**src/rtl/tmp_pkg.sv**
```systemverilog
// rtl/tmp_pkg.sv - shared types and defaults for the temperature pump decoder
package tmp_pkg;

  // Decoder sequencing states
  typedef enum logic [1:0] {
    ST_IDLE    = 2'd0,
    ST_ACCUM   = 2'd1,
    ST_PUBLISH = 2'd2
  } tmp_state_e;

  localparam int CNT_W_DEF   = 12;
  localparam int EVT_W_DEF   = 10;
  localparam int MAX_WIN_DEF = 4095;
  localparam int WIN_W       = 12;

  // Signed temperature code as seen by the register block
  typedef logic signed [CNT_W_DEF-1:0] tmp_code_t;

endpackage

```
**src/rtl/tmp_pump_decoder_if.sv**
```systemverilog
// rtl/tmp_pump_decoder_if.sv - result handshake bus between decoder and readout
interface tmp_pump_decoder_if
  import tmp_pkg::*;
#(
  parameter int CNT_W = CNT_W_DEF,
  parameter int EVT_W = EVT_W_DEF
);

  logic signed [CNT_W-1:0] code;
  logic [EVT_W-1:0]        n_snk;
  logic [EVT_W-1:0]        n_src;
  logic                    code_valid;
  logic                    code_ready;
  logic                    ovf;
  logic                    timeout;
  logic                    overrun;

  modport master (
    output code, n_snk, n_src, code_valid, ovf, timeout, overrun,
    input  code_ready
  );

  modport slave (
    input  code, n_snk, n_src, code_valid, ovf, timeout, overrun,
    output code_ready
  );

endinterface

```
**src/rtl/tmp_sat_counter.sv**
```systemverilog
// rtl/tmp_sat_counter.sv - up/down saturating counter with clip flag
module tmp_sat_counter #(
  parameter int W      = 12,
  parameter bit SIGNED = 1'b1
) (
  input  logic         clk,
  input  logic         rst_n,
  input  logic         clr,
  input  logic         en,
  input  logic         inc,
  input  logic         dec,
  output logic [W-1:0] value,
  output logic         clip
);

  // Limits held two bits wider than the count so the raw sum never wraps
  localparam logic signed [W+1:0] MAX_V = SIGNED ? {3'b000, {(W-1){1'b1}}}
                                                 : {2'b00, {W{1'b1}}};
  localparam logic signed [W+1:0] MIN_V = SIGNED ? {3'b111, {(W-1){1'b0}}}
                                                 : {(W+2){1'b0}};

  logic signed [W+1:0] cur_ext;
  logic signed [W+1:0] sum;
  logic [W-1:0]        nxt;

  // Extend, add the step, then clamp to the representable range
  always_comb begin
    cur_ext = SIGNED ? {{2{value[W-1]}}, value} : {2'b00, value};
    sum     = cur_ext + {{(W+1){1'b0}}, inc} - {{(W+1){1'b0}}, dec};
    nxt     = sum[W-1:0];
    clip    = 1'b0;
    if (sum > MAX_V) begin
      nxt  = MAX_V[W-1:0];
      clip = en;
    end else if (sum < MIN_V) begin
      nxt  = MIN_V[W-1:0];
      clip = en;
    end
  end

  // Count register; clear wins over a step
  always_ff @(posedge clk or negedge rst_n) begin
    if (!rst_n) begin
      value <= '0;
    end else if (clr) begin
      value <= '0;
    end else if (en) begin
      value <= nxt;
    end
  end

endmodule

```
**src/rtl/tmp_pump_decoder.sv**
```systemverilog
// rtl/tmp_pump_decoder.sv - integrates sink/source pump toggles into a signed temperature code
module tmp_pump_decoder
  import tmp_pkg::*;
#(
  parameter int CNT_W   = CNT_W_DEF,
  parameter int EVT_W   = EVT_W_DEF,
  parameter int MAX_WIN = MAX_WIN_DEF
) (
  input  logic            clk,
  input  logic            reset_n,
  input  logic            snk_tgl,
  input  logic            src_tgl,
  input  logic            frame,
  input  logic            setup_bias,
  tmp_pump_decoder_if.master res
);

  tmp_state_e       state, state_d;
  logic             snk_q, src_q, frame_q;
  logic             snk_evt, src_evt;
  logic             start, accum_en, tmo_d;
  logic [WIN_W-1:0] win;
  logic             ovf_acc, tmo_flag;
  logic [CNT_W-1:0] acc;
  logic [EVT_W-1:0] cnt_snk, cnt_src;
  logic             clip_acc, clip_snk, clip_src;

  assign snk_evt  = snk_tgl ^ snk_q;
  assign src_evt  = src_tgl ^ src_q;
  assign accum_en = (state == ST_ACCUM);

  // Previous-value registers for edge detection, updated in every state
  always_ff @(posedge clk or negedge reset_n) begin
    if (!reset_n) begin
      snk_q   <= 1'b0;
      src_q   <= 1'b0;
      frame_q <= 1'b0;
    end else begin
      snk_q   <= snk_tgl;
      src_q   <= src_tgl;
      frame_q <= frame;
    end
  end

  // State register
  always_ff @(posedge clk or negedge reset_n) begin
    if (!reset_n) state <= ST_IDLE;
    else          state <= state_d;
  end

  // Next state: bias setup aborts first, then frame fall, then window expiry
  always_comb begin
    state_d = state;
    start   = 1'b0;
    tmo_d   = 1'b0;
    case (state)
      ST_IDLE: begin
        if (frame && !frame_q && !setup_bias) begin
          state_d = ST_ACCUM;
          start   = 1'b1;
        end
      end
      ST_ACCUM: begin
        if (setup_bias) begin
          state_d = ST_IDLE;
        end else if (!frame && frame_q) begin
          state_d = ST_PUBLISH;
        end else if (win == WIN_W'(MAX_WIN)) begin
          state_d = ST_PUBLISH;
          tmo_d   = 1'b1;
        end
      end
      ST_PUBLISH: state_d = ST_IDLE;
      default:    state_d = ST_IDLE;
    endcase
  end

  // Window counter and sticky per-frame flags
  always_ff @(posedge clk or negedge reset_n) begin
    if (!reset_n) begin
      win      <= '0;
      ovf_acc  <= 1'b0;
      tmo_flag <= 1'b0;
    end else if (start) begin
      win      <= '0;
      ovf_acc  <= 1'b0;
      tmo_flag <= 1'b0;
    end else if (accum_en) begin
      win      <= win + 1'b1;
      ovf_acc  <= ovf_acc | clip_acc | clip_snk | clip_src;
      tmo_flag <= tmo_d;
    end
  end

  tmp_sat_counter #(.W(CNT_W), .SIGNED(1'b1)) u_acc (
    .clk   (clk),
    .rst_n (reset_n),
    .clr   (start),
    .en    (accum_en),
    .inc   (snk_evt),
    .dec   (src_evt),
    .value (acc),
    .clip  (clip_acc)
  );

  tmp_sat_counter #(.W(EVT_W), .SIGNED(1'b0)) u_cnt_snk (
    .clk   (clk),
    .rst_n (reset_n),
    .clr   (start),
    .en    (accum_en),
    .inc   (snk_evt),
    .dec   (1'b0),
    .value (cnt_snk),
    .clip  (clip_snk)
  );

  tmp_sat_counter #(.W(EVT_W), .SIGNED(1'b0)) u_cnt_src (
    .clk   (clk),
    .rst_n (reset_n),
    .clr   (start),
    .en    (accum_en),
    .inc   (src_evt),
    .dec   (1'b0),
    .value (cnt_src),
    .clip  (clip_src)
  );

  // Result registers and valid/ready handshake; a publish overrides acceptance
  always_ff @(posedge clk or negedge reset_n) begin
    if (!reset_n) begin
      res.code       <= '0;
      res.n_snk      <= '0;
      res.n_src      <= '0;
      res.ovf        <= 1'b0;
      res.timeout    <= 1'b0;
      res.code_valid <= 1'b0;
      res.overrun    <= 1'b0;
    end else if (state == ST_PUBLISH) begin
      if (res.code_valid && !res.code_ready) res.overrun <= 1'b1;
      res.code       <= acc;
      res.n_snk      <= cnt_snk;
      res.n_src      <= cnt_src;
      res.ovf        <= ovf_acc;
      res.timeout    <= tmo_flag;
      res.code_valid <= 1'b1;
    end else if (res.code_valid && res.code_ready) begin
      res.code_valid <= 1'b0;
    end
  end

endmodule

```
**src/flat_wrapper.sv**
```systemverilog
// flat-port wrapper written by rule: the top's interface ports become plain ports
module tmp_pump_decoder_flat import tmp_pkg::*;
#(
  parameter int CNT_W   = CNT_W_DEF,
  parameter int EVT_W   = EVT_W_DEF,
  parameter int MAX_WIN = MAX_WIN_DEF
)
  (clk, reset_n, snk_tgl, src_tgl, frame, setup_bias, res_code, res_n_snk, res_n_src, res_code_valid, res_ovf, res_timeout, res_overrun, res_code_ready);
  tmp_pump_decoder_if #(.CNT_W(CNT_W), .EVT_W(EVT_W)) res_i ();
  input  logic clk;
  input  logic reset_n;
  input  logic snk_tgl;
  input  logic src_tgl;
  input  logic frame;
  input  logic setup_bias;
  output wire logic [$bits(res_i.code)-1:0] res_code;
  output wire logic [$bits(res_i.n_snk)-1:0] res_n_snk;
  output wire logic [$bits(res_i.n_src)-1:0] res_n_src;
  output wire logic [$bits(res_i.code_valid)-1:0] res_code_valid;
  output wire logic [$bits(res_i.ovf)-1:0] res_ovf;
  output wire logic [$bits(res_i.timeout)-1:0] res_timeout;
  output wire logic [$bits(res_i.overrun)-1:0] res_overrun;
  input wire logic [$bits(res_i.code_ready)-1:0] res_code_ready;
  assign res_code = res_i.code;
  assign res_n_snk = res_i.n_snk;
  assign res_n_src = res_i.n_src;
  assign res_code_valid = res_i.code_valid;
  assign res_ovf = res_i.ovf;
  assign res_timeout = res_i.timeout;
  assign res_overrun = res_i.overrun;
  assign res_i.code_ready = res_code_ready;
  tmp_pump_decoder #(.CNT_W(CNT_W), .EVT_W(EVT_W), .MAX_WIN(MAX_WIN)) u_core (.clk(clk), .reset_n(reset_n), .snk_tgl(snk_tgl), .src_tgl(src_tgl), .frame(frame), .setup_bias(setup_bias), .res(res_i));
endmodule
```
**config.mk**
```make
export PLATFORM = sky130hd
export DESIGN_NAME = tmp_pump_decoder_flat
export DESIGN_NICKNAME = d
export VERILOG_FILES = /design/src/rtl/tmp_pkg.sv /design/src/rtl/tmp_pump_decoder_if.sv /design/src/rtl/tmp_sat_counter.sv /design/src/rtl/tmp_pump_decoder.sv /design/src/flat_wrapper.sv
export SDC_FILE = /design/constraint.sdc
export NUM_CORES = 1
export LEC_CHECK = 0
export BUFFER_PORTS_ARGS = -buffer_cell sky130_fd_sc_hd__buf_4
export CORE_AREA = 8 8 99 136
export CTS_CLUSTER_SIZE = 10
export DETAILED_ROUTE_END_ITERATION = 16
export DIE_AREA = 0 0 107 144
export GPL_TIMING_DRIVEN = 1
export SYNTH_ARGS = -nofsm -noshare
export SYNTH_HDL_FRONTEND = slang
export SYNTH_SLANG_ARGS = --single-unit
```
**constraint.sdc**
```tcl
create_clock -name clk -period 3.3 [get_ports clk]
set_input_delay 0.33 -clock clk [delete_from_list [all_inputs] [get_ports clk]]
set_output_delay 0.33 -clock clk [all_outputs]
set_load 0.01 [all_outputs]
```
==> results of run 1 <==
-- worst register-to-register path, stage by stage (launching register included) --
cell	delay, ps
dfrtp_1	370
xor2_1	190
buf_4	140
ha_1	250
nand2_1	220
o31a_1	300
nor3_1	560
or3_1	240
a31oi_4	180
a311o_1	370
a21o_1	150
-- per-layer routing --
metal / track usage, % / routed length (microns)
met2: 25.5 / 5450
met5: 0 / 0
met1: 16.7 / 4500
met3: 2.23 / 319
met4: 7.73 / 248
-- cell families after synthesis --
| kind of cell | after synthesis | share of synthesized area (%) |
|---|---|---|
| AND/OR/NAND/NOR | 156 | 18.1 |
| adder cells (fa/ha/maj) | 10 | 2.82 |
| multiplexers | 29 | 7.30 |
| XOR/XNOR | 10 | 1.97 |
| flip-flops | 87 | 49.0 |
| buffers and inverters | 34 | 3.21 |
| AO/OA/AOI/OAI | 116 | 17.6 |
-- registers in the layout, summed over array words and instances (netlist names) --
register,count
u_core.res.timeout,1
u_core.snk_q,1
u_core.tmo_flag,1
u_core.win,12
u_core.res.code,12
u_core.res.overrun,1
u_core.src_q,1
u_core.res.code_valid,1
u_core.u_acc.value,12
u_core.state,2
u_core.ovf_acc,1
u_core.res.n_snk,10
u_core.res.ovf,1
u_core.res.n_src,10
u_core.u_cnt_snk.value,10
u_core.frame_q,1
u_core.u_cnt_src.value,10
-- metrics by stage --
step,worst slack [ps],instance area [sq um],TNS (ps),total power (W)
floorplan,281,4440,0,0.00210
global placement,218,4960,0,0.00246
detailed placement,130,4960,0,0.00248
CTS,189,5230,0,0.00341
global route,-14.9,5270,-18.8,0.00363
finish,223,5270,0,0.00339
-- final cells by class --
| cell class | count | area, sq um |
|---|---|---|
| clock inverters | 3 | 21.3 |
| inverters | 10 | 37.5 |
| multi-input cells | 321 | 2140 |
| repair buffers | 62 | 468 |
| fillers | 1130 | 6320 |
| clock buffers | 12 | 236 |
| flip-flops and latches | 87 | 2180 |
| well taps | 147 | 184 |
-- repair_timing --
action / 4_1_cts / 5_1_grt
buffers inserted: 0 / 2
hold buffers: 1 / 0
resized for setup: 0 / 3
endpoints found under the setup margin: 0 / 11
endpoints found under the hold margin: 30 / 0
-- power by group through the flow --
stage          logic, W  registers, W  clock network (W)
6_report        0.00103       0.00146           0.000908
5_1_grt         0.00115       0.00149           0.000982
4_1_cts         0.00101       0.00146           0.000934
3_5_place_dp    0.00101       0.00147                  0
3_3_place_gp   0.000993       0.00146                  0
2_1_floorplan  0.000697       0.00140                  0
-- worst max path at each step --
stage	to	depth (start not counted)	slack (ps)	start
2_1_floorplan	u_core.u_acc.value[9]	10	280	u_core.snk_q
3_3_place_gp	u_core.u_acc.value[9]	12	220	snk_tgl
3_5_place_dp	u_core.u_acc.value[9]	12	130	snk_tgl
4_1_cts	u_core.u_acc.value[9]	11	190	u_core.snk_q
5_1_grt	u_core.u_acc.value[6]	11	-10	u_core.snk_q
6_report	u_core.u_acc.value[9]	10	220	u_core.snk_q
-- layout by cell type (no fill, tap or decap), drive strengths merged, types with 4 or more instances in the layout --
master and instances:
dfrtp 87, nand3 26, a211oi 5, buf 61, and3 13, nand2 36
xnor2 8, inv 10, nand4 12, ha 10, mux2 27, nor2 25
or3 6, nor2b 6, clkbuf 12, and2 4, nor3 13, o21ai 35
a21oi 30, a31oi 14, a311oi 5
==> flow_metrics.py, run 1 <==
metrics = {
    "status": {
        "status": "finished clean",
    },
    "detailed_routing": {
        "drtIter0Drc": 171,
        "route.detailed.drc": 0,
        "vias": 3526,
        "ant_nets": 0,
        "wl_mm": 10.5,
        "first_pass_iters": 4,
        "vias_per_cell": 5.49,
        "wl_per_cell_microns": 16.4,
    },
    "critical_path": {
        "r2r_end": "u_core.u_acc.value[9]",
        "slowest_stage": "nor3_1",
        "critPathBufInv": 1,
        "worstPathMaxFanout": 13,
        "cp.arrival_ps": 3310,
        "path_delay_family": "simple AND/OR/NAND/NOR gates",
        "r2r_slack_ps": 220,
        "max_stage_delay_ps": 560,
        "start_kind": "flip-flop",
        "worst_ep_required_time_ps": 3530,
        "endpoint_kind": "flip-flop",
        "reg2reg_depth": 10,
        "crit_chain": "xor2_1 -> buf_4 -> ha_1 -> nand2_1 -> o31a_1 -> nor3_1 -> or3_1 -> a31oi_4 -> a311o_1 -> a21o_1",
        "critical_path_class": "flip-flop to flip-flop",
        "r2r-start": "u_core.snk_q",
    },
    "global_routing": {
        "antenna_found_initial": 0,
        "grt_max_degree": 45,
        "grt_pass1_wl_mm": 17.7,
        "grtUsageTotal_pct": 14.6,
        "grt_overflow_total": 0,
        "grt_pass1_vias": 3542,
    },
    "pwr": {
        "power_leakage_nw": 2.38,
        "comb_power_share_pct": 30.2,
        "ir_drop_v": 0.000259,
        "p_int_w": 0.00223,
        "seq_power_share_pct": 43.0,
        "netSwitchingFraction_pct": 34.4,
        "power.clock.fraction_pct": 26.8,
        "powerDensity_mw_per_mm2": 645,
        "power_switching_w": 0.00117,
    },
    "final_layout": {
        "n_antenna_cell": 0,
        "fin_nets": 508,
        "layout.cells.non_filler": 642,
        "area_delta_synth_final_pct": 18.6,
        "drive_gt1_share_pct": 22.6,
        "final_util_pct": 45.4,
    },
    "clocking": {
        "cts.root.buffer_cell": "clkbuf_16",
        "cts_max_level": 3,
        "clock_latency_ps": 340,
        "cts_tree": "done",
        "cts.sinks": 87,
        "cts.clk_slew.worst_paths_ps": 60,
        "cts_inserted_buffers": 9,
        "clk_path_buf_depth": 2,
    },
    "yosys": {
        "avgSynthCellArea_sq_um": 10.0,
        "synth.distinct_cells": 59,
        "synth_edf_count": 0,
        "synth_area_sq_mm": 0.00444,
        "synth_top_area_share_pct": 49.0,
        "synth_flop_cell": "dfrtp_1",
        "synthTopCellsByCount": "87 x dfrtp_1, 36 x nand2_1, 30 x a21oi_1",
        "synth_warnings": 0,
        "async_flop_share_pct": 100,
        "yosys.area.top_type": "dfrtp_1",
        "synth_seq_cells": 87,
        "yosysSeqAreaShare_pct": 49.0,
        "synth.most_common_cell": "dfrtp_1",
        "synthesis.nets": 459,
        "synthTopCellsByArea": "dfrtp_1 49%, mux2_2 6.6%, a21oi_1 3.4%",
        "syn_inst": 442,
    },
    "hold_path": {
        "hold_depth": 1,
        "hp-class": "input pin to flip-flop",
        "worstHoldEndpoint": "u_core.src_q",
        "min-delay-start": "src_tgl",
    },
    "placed_design": {
        "dp_hpwl_mm": 7.62,
        "dp.cells": 624,
        "place.port_buffers": 42,
        "gp_congestion": 0.892,
    },
    "sta": {
        "finalHoldViolCount": 0,
        "fin_crit_ps": 3080,
        "timing.final.crit_share_pct": 93.2,
        "worst_pin_slew_ps": 1060,
        "slew_headroom_pct": 29.2,
        "hold_slack_ps": 112,
        "fmax_mhz": 325,
        "drv_slew": 0,
        "setup_viol": 0,
        "worst_clock_skew_ps": 7.75,
    },
    "floorplan": {
        "num_rows": 47,
        "initial_core_util_pct": 38.3,
        "core_sq_mm": 0.0116,
        "io_pins": 43,
        "die_y_microns": 144,
        "die_area_sq_mm": 0.0154,
        "die_w_microns": 107,
    },
    "run": {
        "drv_cap": 0,
    },
}
Note: power is estimated with default switching activity, not from simulation.
==> inputs of run 2 (changes only) <==
==> constraint.sdc (replaced) <==
create_clock -name clk -period 3.1 [get_ports clk]
set_input_delay 0.31 -clock clk [delete_from_list [all_inputs] [get_ports clk]]
set_output_delay 0.31 -clock clk [all_outputs]
set_load 0.01 [all_outputs]
==> flow_metrics.py, run 2 (synthesis gave the netlist of run 1 again) <==
metrics = {
    "clocking": {
        "cts_max_level": 3,
        "cts_inserted_buffers": 9,
        "clk_path_buf_depth": 2,
        "cts.sinks": 87,
        "cts.clk_slew.worst_paths_ps": 70,
        "post_cts_buffers": 0,
        "cts_tree": "done",
        "cts.root.buffer_cell": "clkbuf_16",
        "clock_latency_ps": 340,
    },
    "final_layout": {
        "mostFrequentLayoutCells": "87 x dfrtp_1, 68 x buf_4, 36 x nand2_1, 30 x a21oi_1",
        "drive_gt1_share_pct": 25.4,
        "final_area_sq_mm": 0.00546,
        "nFillCells": 1088,
        "fin_nets": 515,
        "area_delta_synth_final_pct": 22.9,
        "top_regs": "u_core.res.code (12), u_core.u_acc.value (12), u_core.win (12)",
        "mostFrequentLayoutCell": "dfrtp_1",
        "layout.cells.non_filler": 650,
        "n_antenna_cell": 0,
    },
    "hold_path": {
        "hp-class": "input pin to asynchronous set/reset pin",
    },
    "floorplan": {
        "core_sq_mm": 0.0116,
        "initial_core_util_pct": 38.3,
        "io_pins": 43,
        "num_rows": 47,
        "die_area_sq_mm": 0.0154,
        "die_y_microns": 144,
        "die_w_microns": 107,
    },
    "sta": {
        "worst_clock_skew_ps": 6.48,
        "tns_ps": 0,
        "finalHoldViolCount": 0,
        "slew_headroom_pct": 34.7,
        "setup_viol": 0,
        "worst_pin_slew_ps": 979,
        "fin_crit_ps": 2970,
        "fmax_mhz": 336,
        "hold_slack_ps": 54.1,
        "drv_slew": 0,
        "timing.final.crit_share_pct": 95.9,
    },
    "placed_design": {
        "postPlaceCellArea_sq_mm": 0.00504,
        "place.port_buffers": 42,
        "dp_hpwl_mm": 7.79,
        "dp.cells": 634,
        "gp_congestion": 0.887,
    },
    "detailed_routing": {
        "wl_mm": 10.9,
        "wl_per_cell_microns": 16.8,
        "ant_nets": 0,
        "first_pass_iters": 5,
        "vias": 3645,
        "drtIter0Drc": 141,
        "route.detailed.drc": 0,
        "vias_per_cell": 5.61,
    },
    "critical_path": {
        "worst_ep_required_time_ps": 3370,
        "cp.arrival_ps": 3240,
        "start_kind": "flip-flop",
        "critical_path_class": "flip-flop to flip-flop",
        "endpoint_kind": "flip-flop",
        "worstPathMaxFanout": 5,
    },
    "pwr": {
        "ir_drop_v": 0.000297,
        "p_total_w": 0.00397,
        "power_leakage_nw": 2.47,
        "powerDensity_mw_per_mm2": 728,
    },
    "run": {
        "drv_cap": 0,
    },
    "status": {
        "status": "finished clean",
    },
    "global_routing": {
        "grt_max_degree": 63,
        "grt_pass1_wl_mm": 18.1,
        "antenna_found_initial": 0,
        "grt_overflow_total": 0,
        "grtUsageTotal_pct": 14.8,
        "grt_pass1_vias": 3565,
    },
}
==> run 2: path summary, 6_finish.rpt <==
path                               startpoint                    end  slack [ps]  cells past startpoint
setup reg to reg                 u_core.snk_q  u_core.u_acc.value[8]         130                     12
hold / removal                        reset_n    u_core.res.n_snk[7]          50                      1
hold reg to reg            u_core.res.code[2]     u_core.res.code[2]         480                      2
setup / recovery                 u_core.snk_q  u_core.u_acc.value[8]         130                     12
max in group asynchronous             reset_n     u_core.res.overrun        2330                      2
min in group clk                      src_tgl           u_core.src_q          90                      1
==> run 2: critical path: stages, from the launching register on <==
cell and delay [ps]:
dfrtp_1 400, xor2_2 190, buf_4 150, ha_4 170, and4_4 190, and3_1 190
or3_4 350, a2111o_1 460, buf_6 140, a2111oi_4 330, buf_4 190, a41oi_1 50
o21ai_1 90
==> run 2: routing by layer <==
| layer | wire length, microns | GRT usage (%) | vias up |
|---|---|---|---|
| li1 | - | - | 1749 |
| met1 | 4580 | 17.7 | 1776 |
| met2 | 5600 | 25.2 | 102 |
| met3 | 439 | 2.85 | 18 |
| met4 | 291 | 6.84 | 0 |
| met5 | 0 | 0 | - |
==> run 2: layout make-up <==
type                       count  area [sq um]  area share [%]
clock inverter                 6           115            2.11
timing repair buffer          69           522            9.56
multi-input combinational    321          2180            40.0
inverter                      10          37.5           0.688
tap                          147           184            3.37
clock buffer                  10           239            4.38
sequential                    87          2180            39.9
==> run 2: per-stage QoR <==
step | util [%] | setup WS (ps)
3_5_place_dp | 43.5 | -51.7
5_1_grt | 47.1 | -36.9
6_report | 47.1 | 126
4_1_cts | 46.6 | 81.9
2_1_floorplan | - | 81.0
3_3_place_gp | 43.5 | 66.4
==> run 2: timing repair <==
action                     CTS  global route
setup endpoints to repair    1            11
resized for setup            1            12
hold buffers                 0             0
pin swaps                    0             1
==> run 2: power breakdown <==
group          internal (W)  switching, W
Combinational      0.000538      0.000604
Sequential          0.00132      0.000238
Clock              0.000814      0.000456
==> inputs of run 3 (changes only) <==
--- a/config.mk
+++ b/config.mk
@@ -5,11 +5,11 @@
 export SDC_FILE = /design/constraint.sdc
 export NUM_CORES = 1
 export LEC_CHECK = 0
-export BUFFER_PORTS_ARGS = -buffer_cell sky130_fd_sc_hd__buf_4
 export CORE_AREA = 8 8 99 136
 export CTS_CLUSTER_SIZE = 10
 export DETAILED_ROUTE_END_ITERATION = 16
 export DIE_AREA = 0 0 107 144
+export DONT_BUFFER_PORTS = 1
 export GPL_TIMING_DRIVEN = 1
 export SYNTH_ARGS = -nofsm -noshare
 export SYNTH_HDL_FRONTEND = slang
==> flow_metrics.py, run 3 (synthesis gave the netlist of run 1 again) <==
metrics = {
    "status": {
        "status": "finished clean",
    },
    "sta": {
        "rsz0062_at_grt": "true",
        "worst_clock_skew_ps": 7.50,
        "worst_pin_slew_ps": 1030,
        "drv_slew": 0,
        "tns_ps": 0,
        "fmax_mhz": 337,
        "timing.final.crit_share_pct": 95.6,
        "finalHoldViolCount": 0,
        "setup_viol": 0,
        "slew_headroom_pct": 30.8,
        "fin_crit_ps": 2960,
        "worst_slack_ps": 135,
    },
    "clocking": {
        "cts_max_level": 3,
        "clock_latency_ps": 340,
        "cts.root.buffer_cell": "clkbuf_16",
        "cts_tree": "done",
        "cts.sinks": 87,
        "cts_inserted_buffers": 9,
        "cts.clk_slew.worst_paths_ps": 70,
        "clk_path_buf_depth": 2,
    },
    "detailed_routing": {
        "wl_per_cell_microns": 17.7,
        "wl_mm": 10.7,
        "drtIter0Drc": 138,
        "ant_nets": 0,
        "route.detailed.drc": 0,
        "vias_per_cell": 5.81,
        "vias": 3516,
        "first_pass_iters": 5,
    },
    "hold_path": {
        "min-delay-start": "setup_bias",
        "hp-class": "input pin to flip-flop",
        "worstHoldEndpoint": "u_core.state[1]",
        "hold_depth": 1,
    },
    "pwr": {
        "power.clock.fraction_pct": 31.3,
        "power_switching_w": 0.00129,
        "comb_power_share_pct": 25.7,
        "p_total_w": 0.00377,
        "power_leakage_nw": 2.22,
        "netSwitchingFraction_pct": 34.3,
        "p_int_w": 0.00248,
        "seq_power_share_pct": 43.0,
        "ir_drop_v": 0.000216,
        "powerDensity_mw_per_mm2": 734,
    },
    "placed_design": {
        "dp_slack_ps": -97.0,
        "gp_congestion": 0.913,
        "dp.cells": 580,
        "place.port_buffers": 0,
        "dp_hpwl_mm": 7.45,
    },
    "floorplan": {
        "die_area_sq_mm": 0.0154,
        "io_pins": 43,
        "num_rows": 47,
        "initial_core_util_pct": 38.3,
        "die_w_microns": 107,
        "die_y_microns": 144,
        "core_sq_mm": 0.0116,
    },
    "critical_path": {
        "start_kind": "flip-flop",
        "critical_path_class": "flip-flop to flip-flop",
        "worst_ep_required_time_ps": 3330,
        "cp.arrival_ps": 3200,
        "r2r_slack_ps": 140,
        "r2r-start": "u_core.snk_q",
        "endpoint_kind": "flip-flop",
        "worstPathMaxFanout": 6,
        "r2r_end": "u_core.u_acc.value[9]",
        "reg2reg_depth": 12,
    },
    "global_routing": {
        "antenna_found_initial": 0,
        "grt_pass1_vias": 3539,
        "grt_pass1_wl_mm": 17.8,
        "grt_max_degree": 88,
        "grt_overflow_total": 0,
        "grtUsageTotal_pct": 14.7,
    },
    "final_layout": {
        "n_antenna_cell": 0,
        "top_regs": "u_core.res.code (12), u_core.u_acc.value (12), u_core.win (12)",
        "fin_nets": 470,
        "final_util_pct": 44.3,
        "area_delta_synth_final_pct": 15.6,
        "nFillCells": 1077,
        "drive_gt1_share_pct": 17.2,
        "layout.cells.non_filler": 605,
        "mostFrequentLayoutCell": "dfrtp_1",
        "mostFrequentLayoutCells": "87 x dfrtp_1, 36 x nand2_1, 29 x a21oi_1, 28 x o21ai_0",
    },
    "run": {
        "drv_cap": 0,
    },
}
[run 3: routing by layer]
| metal | routed length (microns) | GRT usage (%) | up-vias |
|---|---|---|---|
| li1 | - | - | 1663 |
| met1 | 4300 | 16.0 | 1739 |
| met2 | 5490 | 25.5 | 81 |
| met3 | 488 | 3.26 | 33 |
| met4 | 434 | 8.85 | 0 |
| met5 | 0 | 0 | - |
[run 3: critical path, stage by stage (launching register included)]
cell and delay [ps]:
dfrtp_1 390, xor2_2 170, ha_2 200, ha_4 170
or2_0 230, a211oi_1 390, a21oi_4 90, a2111oi_4 270
buf_4 200, buf_4 150, a2111oi_4 70, a311o_1 360
a21o_1 150
[run 3: worst max path at each step]
stage,start,end,depth (start not counted)
finish,u_core.snk_q,u_core.u_acc.value[9],12
detailed placement,u_core.snk_q,u_core.u_acc.value[6],10
floorplan,u_core.snk_q,u_core.u_acc.value[9],10
global placement,u_core.snk_q,u_core.u_acc.value[9],10
CTS,u_core.snk_q,u_core.u_acc.value[9],11
global route,u_core.snk_q,u_core.u_acc.value[9],12
[run 3: layout make-up]
class	count	area [sq um]	share of cell area [%]
inverter	10	37.5	0.732
tap	147	184	3.59
clock buffer	9	225	4.39
multi-input combinational	321	2190	42.7
sequential	87	2180	42.4
timing repair buffer	24	211	4.12
clock inverter	7	103	2.00
[run 3: metrics by stage]
| stage | cell area [sq um] | hold slack, ps |
|---|---|---|
| 6_report | 5130 | 41.9 |
| 5_1_grt | 5130 | 39.7 |
| 4_1_cts | 5050 | 29.4 |
| 3_5_place_dp | 4630 | 16.9 |
| 3_3_place_gp | 4630 | 17.0 |
| 2_1_floorplan | 4440 | 14.4 |
[run 3: repair_timing]
| item | 4_1_cts | 5_1_grt |
|---|---|---|
| resized for setup | 2 | 10 |
| setup endpoints to repair | 9 | 12 |
| pin swaps | 1 | 5 |
| gates cloned | 0 | 0 |
| hold buffers | 5 | 0 |
| hold endpoints to repair | 90 | 0 |
| buffers inserted | 0 | 4 |
[run 3: power by group through the flow]
stage / registers, W / clock network, W / logic, W
after floorplan: 0.00149 / 0 / 0.000742
after global placement: 0.00163 / 0 / 0.000848
after detailed placement: 0.00163 / 0 / 0.000875
after CTS: 0.00161 / 0.00121 / 0.000927
after global routing: 0.00165 / 0.00127 / 0.00108
final: 0.00162 / 0.00118 / 0.000969
